**config.mk**
```make
export PLATFORM = sky130hd
export DESIGN_NAME = joy_db15_tx
export DESIGN_NICKNAME = d
export VERILOG_FILES = /design/src/rtl/joy_db15_pkg.sv /design/src/rtl/joy_db15_sync.sv /design/src/rtl/joy_db15_tx.sv
export SDC_FILE = /design/constraint.sdc
export NUM_CORES = 1
export LEC_CHECK = 0
export CAP_MARGIN = 20
export CELL_PAD_IN_SITES_DETAIL_PLACEMENT = 1
export CELL_PAD_IN_SITES_GLOBAL_PLACEMENT = 1
export CORE_MARGIN = 2
export CORE_UTILIZATION = 40
export CTS_BUF_LIST = sky130_fd_sc_hd__clkbuf_8
export CTS_CLUSTER_SIZE = 30
export DETAILED_ROUTE_END_ITERATION = 10
export PLACE_DENSITY = 0.83
export SLEW_MARGIN = 20
export SYNTH_ARGS = -nofsm -noshare
export SYNTH_HDL_FRONTEND = slang
export SYNTH_HIERARCHICAL = 1
export SYNTH_SLANG_ARGS = --single-unit
```
**constraint.sdc**
```tcl
create_clock -name clk -period 2.1 [get_ports clk]
set_input_delay 0.315 -clock clk [delete_from_list [all_inputs] [get_ports clk]]
set_output_delay 0.315 -clock clk [all_outputs]
set_load 0.03 [all_outputs]
```
**src/rtl/joy_db15_pkg.sv**
```systemverilog
// Shared constants, state type and helpers for the DB15 joystick adapter (transmitter and receiver).
package joy_db15_pkg;

    localparam int JOY_DB15_NBITS = 16;
    localparam int FRAME_BITS     = 2 * JOY_DB15_NBITS;
    localparam int CNT_W          = $clog2(FRAME_BITS + 1);

    typedef enum logic [1:0] {
        ST_LOAD  = 2'd0,
        ST_SHIFT = 2'd1,
        ST_DRAIN = 2'd2
    } db15_tx_state_t;

    // Button bit positions within a player word, shared with the host receiver
    localparam int BTN_R = 0;
    localparam int BTN_L = 1;
    localparam int BTN_D = 2;
    localparam int BTN_U = 3;
    localparam int BTN_A = 4;
    localparam int BTN_B = 5;

    function automatic logic maj3(input logic a, input logic b, input logic c);
        return (a & b) | (a & c) | (b & c);
    endfunction

endpackage

```
**src/rtl/joy_db15_sync.sv**
```systemverilog
// Input conditioner: synchroniser chain, optional 3-sample majority filter
// (JOY_DB15_TX_FILTER_EN), registered level and rising-edge outputs.
module joy_db15_sync
    import joy_db15_pkg::*;
#(
    parameter int SYNC_STAGES = 2
) (
    input  logic clk,
    input  logic reset_n,
    input  logic din,
    output logic level,
    output logic rise
);

    logic [SYNC_STAGES-1:0] sync_r;
    logic                   clean_s;
    logic                   level_r;
    logic                   rise_r;

    // Metastability chain; resets high to match the idle-high lines
    always_ff @(posedge clk or negedge reset_n) begin
        if (!reset_n) begin
            sync_r <= {SYNC_STAGES{1'b1}};
        end else begin
            sync_r <= {sync_r[SYNC_STAGES-2:0], din};
        end
    end

`ifdef JOY_DB15_TX_FILTER_EN
    logic [1:0] hist_r;
    logic       filt_r;

    // Majority over three consecutive samples; a single-clk glitch never wins the vote
    always_ff @(posedge clk or negedge reset_n) begin
        if (!reset_n) begin
            hist_r <= 2'b11;
            filt_r <= 1'b1;
        end else begin
            hist_r <= {hist_r[0], sync_r[SYNC_STAGES-1]};
            filt_r <= maj3(sync_r[SYNC_STAGES-1], hist_r[0], hist_r[1]);
        end
    end

    assign clean_s = filt_r;
`else
    assign clean_s = sync_r[SYNC_STAGES-1];
`endif

    // Level and edge are registered together so load and shift stay cycle-aligned
    always_ff @(posedge clk or negedge reset_n) begin
        if (!reset_n) begin
            level_r <= 1'b1;
            rise_r  <= 1'b0;
        end else begin
            level_r <= clean_s;
            rise_r  <= clean_s & ~level_r;
        end
    end

    assign level = level_r;
    assign rise  = rise_r;

endmodule

```
**src/rtl/joy_db15_tx.sv**
```systemverilog
// DB15 joystick adapter emulation (chained 74x165 pair seen from the pins).
// Optional input glitch filter: define JOY_DB15_TX_FILTER_EN.
module joy_db15_tx
    import joy_db15_pkg::*;
#(
    parameter int NBITS       = JOY_DB15_NBITS,
    parameter int SYNC_STAGES = 2
) (
    input  logic                            clk,
    input  logic                            reset_n,
    input  logic                            joy_clk_in,
    input  logic                            joy_load_in,
    input  logic [NBITS-1:0]                joystick1,
    input  logic [NBITS-1:0]                joystick2,
    output logic                            joy_data,
    output logic                            frame_done,
    output logic                            overrun,
    output logic [$clog2(2*NBITS+1)-1:0]    bit_cnt
);

    localparam int FB = 2 * NBITS;
    localparam int CW = $clog2(FB + 1);

    logic           ld_s;
    logic           ld_rise_s;
    logic           clk_level_s;
    logic           clk_rise_s;
    db15_tx_state_t state_s;

    logic [FB-1:0]  shreg_r, shreg_nx_s;
    logic [CW-1:0]  cnt_r, cnt_nx_s;
    logic           ovr_r, ovr_nx_s;
    logic           done_r, done_nx_s;
    logic           data_r;

    joy_db15_sync #(.SYNC_STAGES(SYNC_STAGES)) u_sync_ld (
        .clk     (clk),
        .reset_n (reset_n),
        .din     (joy_load_in),
        .level   (ld_s),
        .rise    (ld_rise_s)
    );

    joy_db15_sync #(.SYNC_STAGES(SYNC_STAGES)) u_sync_clk (
        .clk     (clk),
        .reset_n (reset_n),
        .din     (joy_clk_in),
        .level   (clk_level_s),
        .rise    (clk_rise_s)
    );

    // State is implied by the load level and how far the frame has shifted
    always_comb begin
        if (!ld_s) begin
            state_s = ST_LOAD;
        end else if (cnt_r < CW'(FB)) begin
            state_s = ST_SHIFT;
        end else begin
            state_s = ST_DRAIN;
        end
    end

    // Next-state logic; load has priority over a coincident shift edge
    always_comb begin
        shreg_nx_s = shreg_r;
        cnt_nx_s   = cnt_r;
        ovr_nx_s   = ovr_r;
        done_nx_s  = 1'b0;
        case (state_s)
            ST_LOAD: begin
                shreg_nx_s = {joystick2, joystick1};
                cnt_nx_s   = {CW{1'b0}};
                ovr_nx_s   = 1'b0;
            end
            ST_SHIFT: begin
                if (clk_rise_s) begin
                    shreg_nx_s = {1'b0, shreg_r[FB-1:1]};
                    cnt_nx_s   = cnt_r + {{(CW-1){1'b0}}, 1'b1};
                    done_nx_s  = (cnt_r == CW'(FB - 2));
                end else begin
                    shreg_nx_s = shreg_r;
                end
            end
            ST_DRAIN: begin
                if (clk_rise_s) begin
                    shreg_nx_s = {FB{1'b0}};
                    ovr_nx_s   = 1'b1;
                end else begin
                    ovr_nx_s   = ovr_r;
                end
            end
            default: begin
                shreg_nx_s = {FB{1'b0}};
                cnt_nx_s   = {CW{1'b0}};
                ovr_nx_s   = 1'b0;
            end
        endcase
    end

    // State and output flops; joy_data registers the next LSB so it moves with the shift
    always_ff @(posedge clk or negedge reset_n) begin
        if (!reset_n) begin
            shreg_r <= {FB{1'b0}};
            cnt_r   <= {CW{1'b0}};
            ovr_r   <= 1'b0;
            done_r  <= 1'b0;
            data_r  <= 1'b1;
        end else begin
            shreg_r <= shreg_nx_s;
            cnt_r   <= cnt_nx_s;
            ovr_r   <= ovr_nx_s;
            done_r  <= done_nx_s;
            data_r  <= ~shreg_nx_s[0];
        end
    end

    assign joy_data   = data_r;
    assign frame_done = done_r;
    assign overrun    = ovr_r;
    assign bit_cnt    = cnt_r;

    logic unused_s;
    assign unused_s = ld_rise_s ^ clk_level_s;

endmodule

```
==> impl_metrics.py <==
metrics = {
    "run_status": {
        "outcome": "finished clean",
    },
    "drt": {
        "drt_drc_violations_left": 0,
        "drt_iter0_markers": 68,
        "via_count": 1664,
        "routedWlPerCell_um": 14.2,
        "count_of_antenna_violating_nets_left_after_detailed_routing": 0,
        "finalWirelength_um": 4840,
        "drt_pre_antenna_iters": 4,
        "post_drt_via_cell_ratio": 4.88,
    },
    "sta": {
        "slew-limit-headroom_pct": 66.1,
        "worst_slew_pin_slew_ns": 0.509,
        "final.min_clock_period_ns": 1.79,
        "maxClockFrequency_mhz": 559,
        "timing.final.setup_violations": 0,
        "tns_ns": 0,
        "skew_ns": 0.00617,
        "timing.final.max_slew_violations": 0,
        "timing.final.crit_share_pct": 85.2,
        "grt_setup_unrepaired": "no",
        "final_hold_viol_count": 0,
    },
    "clock_network": {
        "postCtsSetupRepairBufs": 0,
        "clkLatencyLatePin_ns": 0.30,
        "cts-root-to-sink-buffers": 2,
        "htreeDepth": 2,
        "clkSlewWorstSetupHoldPaths_ns": 0.09,
        "tritoncts": "done",
        "total_cts_buffers": 5,
        "clk_root_buffer_cell": "clkbuf_8",
        "tritoncts_num_sinks": 48,
    },
    "critical_path": {
        "worstPathArrival_ns": 1.47,
        "cp-end-kind": "output port",
        "critical_path_class": "reg2out",
        "start_kind": "flop",
        "regToRegStartpoint": "bit_cnt[5]$_DFFE_PN0P_",
        "required_ns": 1.78,
        "cp_num_cells": 1,
        "timing.critical_path.fanout_max": 1,
        "reg2regPathDepth": 5,
        "crit_path_start": "joy_data$_DFF_PN1_",
        "critical_path_cell_by_cell": "clkdlybuf4s50_1",
        "slowest_delay_ns": 0.66,
        "critical_path.slowest_cell": "clkdlybuf4s50_1",
        "crit_buf_inv": 1,
        "cp_top_family": "buffers and inverters",
    },
    "yosys": {
        "synth_area_um2": 2410,
        "synth.avg_cell_area_um2": 11.0,
        "ys.warnings.count": 6,
        "post_synth_inst_count": 220,
        "synthesis.nets": 258,
    },
    "die": {
        "ioPinCount": 45,
        "core_area_um2": 5890,
        "die_width_um": 81.6,
        "floorplan_die_area_um2": 6660,
        "die_height_um": 81.6,
        "starting_density_pct": 41.0,
        "floorplan.rows": 28,
    },
    "grt": {
        "grt_usage_pct": 15.9,
        "grt_busiest_layer": "met2",
        "first_pass_grt_wire_length_um": 8010,
        "global_route.usage.met3_pct": 2.64,
        "gr-total-overflow": 0,
        "gr-usage-met2_pct": 26.5,
        "initial_antenna_violation_count": 0,
        "globalRouteMet1Util_pct": 21.0,
        "grt_max_degree": 37,
        "vias_in_the_first_global_route": 1701,
    },
    "finish": {
        "final_design_area_no_fill_um2": 2990,
        "n_antenna_cell": 0,
        "num-fill-cells": 671,
        "most-common-layout-cells": "56 x a21oi_2, 43 x clkdlybuf4s50_1, 41 x dfrtp_1, 33 x nor2_1, 27 x nor2b_1",
        "layout.cells.most_common": "a21oi_2",
        "drive_gt1_share_pct": 30.8,
        "area_delta_synth_final_pct": 24.1,
        "finish.net_count": 303,
    },
    "pwr": {
        "power_density_nw_per_um2": 669,
        "peakVddDrop_v": 0.000273,
        "power_leakage_nw": 1.19,
        "post-layout-total-power_w": 0.00200,
    },
    "hold_path": {
        "min-delay-start": "u_sync_ld/sync_r[0]$_DFF_PN1_",
        "worst_hold_path_type": "reg2reg",
        "hold_depth": 0,
    },
    "placed_design": {
        "post-dp-hpwl_um": 3340,
        "io_buffer_count": 44,
        "placed_area_um2": 2890,
        "globalplace.congestion": 0.765,
    },
    "job": {
        "timing.max_cap.violations": 0,
    },
}
[registers in the layout, summed over array words and instances (netlist names)]
register           flops
frame_done             1
bit_cnt                6
u_sync_clk/sync_r      2
u_sync_ld/sync_r       2
u_sync_clk/rise        1
overrun                1
u_sync_clk/level       1
joy_data               1
shreg_r               32
u_sync_ld/level        1
[final cells by class]
class | instances | area, um^2 | area share (%)
flip-flops and latches | 48 | 1210 | 40.4
multi-input cells | 154 | 1060 | 35.5
repair buffers | 54 | 526 | 17.6
well taps | 75 | 93.8 | 3.14
clock buffers | 6 | 82.6 | 2.76
clock inverters | 2 | 11.3 | 0.376
inverters | 2 | 7.51 | 0.251
[layer usage]
| layer | routed length (um) | vias to the layer above | part of all wire (%) |
|---|---|---|---|
| met1 | 2210 | 813 | 46 |
| li1 | - | 818 | - |
| met3 | 189 | 3 | 3.9 |
| met4 | 29 | 0 | 0.60 |
| met2 | 2420 | 30 | 50 |
| met5 | 0 | - | 0 |
[report_power, final]
group          internal, W  switching (W)
registers          0.00100      0.0000526
logic             0.000193       0.000187
clock network     0.000263       0.000303
[per-stage QoR]
stage                     hold slack (ns)  std cells  util (%)  setup WS (ns)
final                               0.360        341      50.8          0.310
after global routing                0.364        341      50.8          0.260
after CTS                           0.359        341      50.8          0.290
after detailed placement            0.320        332      49.1          0.635
after global placement              0.307        332      49.1          0.637
after floorplan                    0.0194        220         -          0.836
[final timing paths]
path	end	slack, ns
worst max-delay path	joy_data	0.31
worst min-delay path	u_sync_ld/sync_r[1]$_DFF_PN1_	0.36
worst max register to register	joy_data$_DFF_PN1_	0.69
worst min register to register	u_sync_ld/sync_r[1]$_DFF_PN1_	0.36
max in group asynchronous	u_sync_clk/sync_r[1]$_DFF_PN1_	0.94
min in group asynchronous	shreg_r[3]$_DFFE_PN0P_	0.51
[what timing repair did]
item | in CTS | in global routing
resized for setup | 0 | 0
endpoints found under the hold margin | 19 | 0
hold buffers | 1 | 0
(Power assumes the default switching activity.)
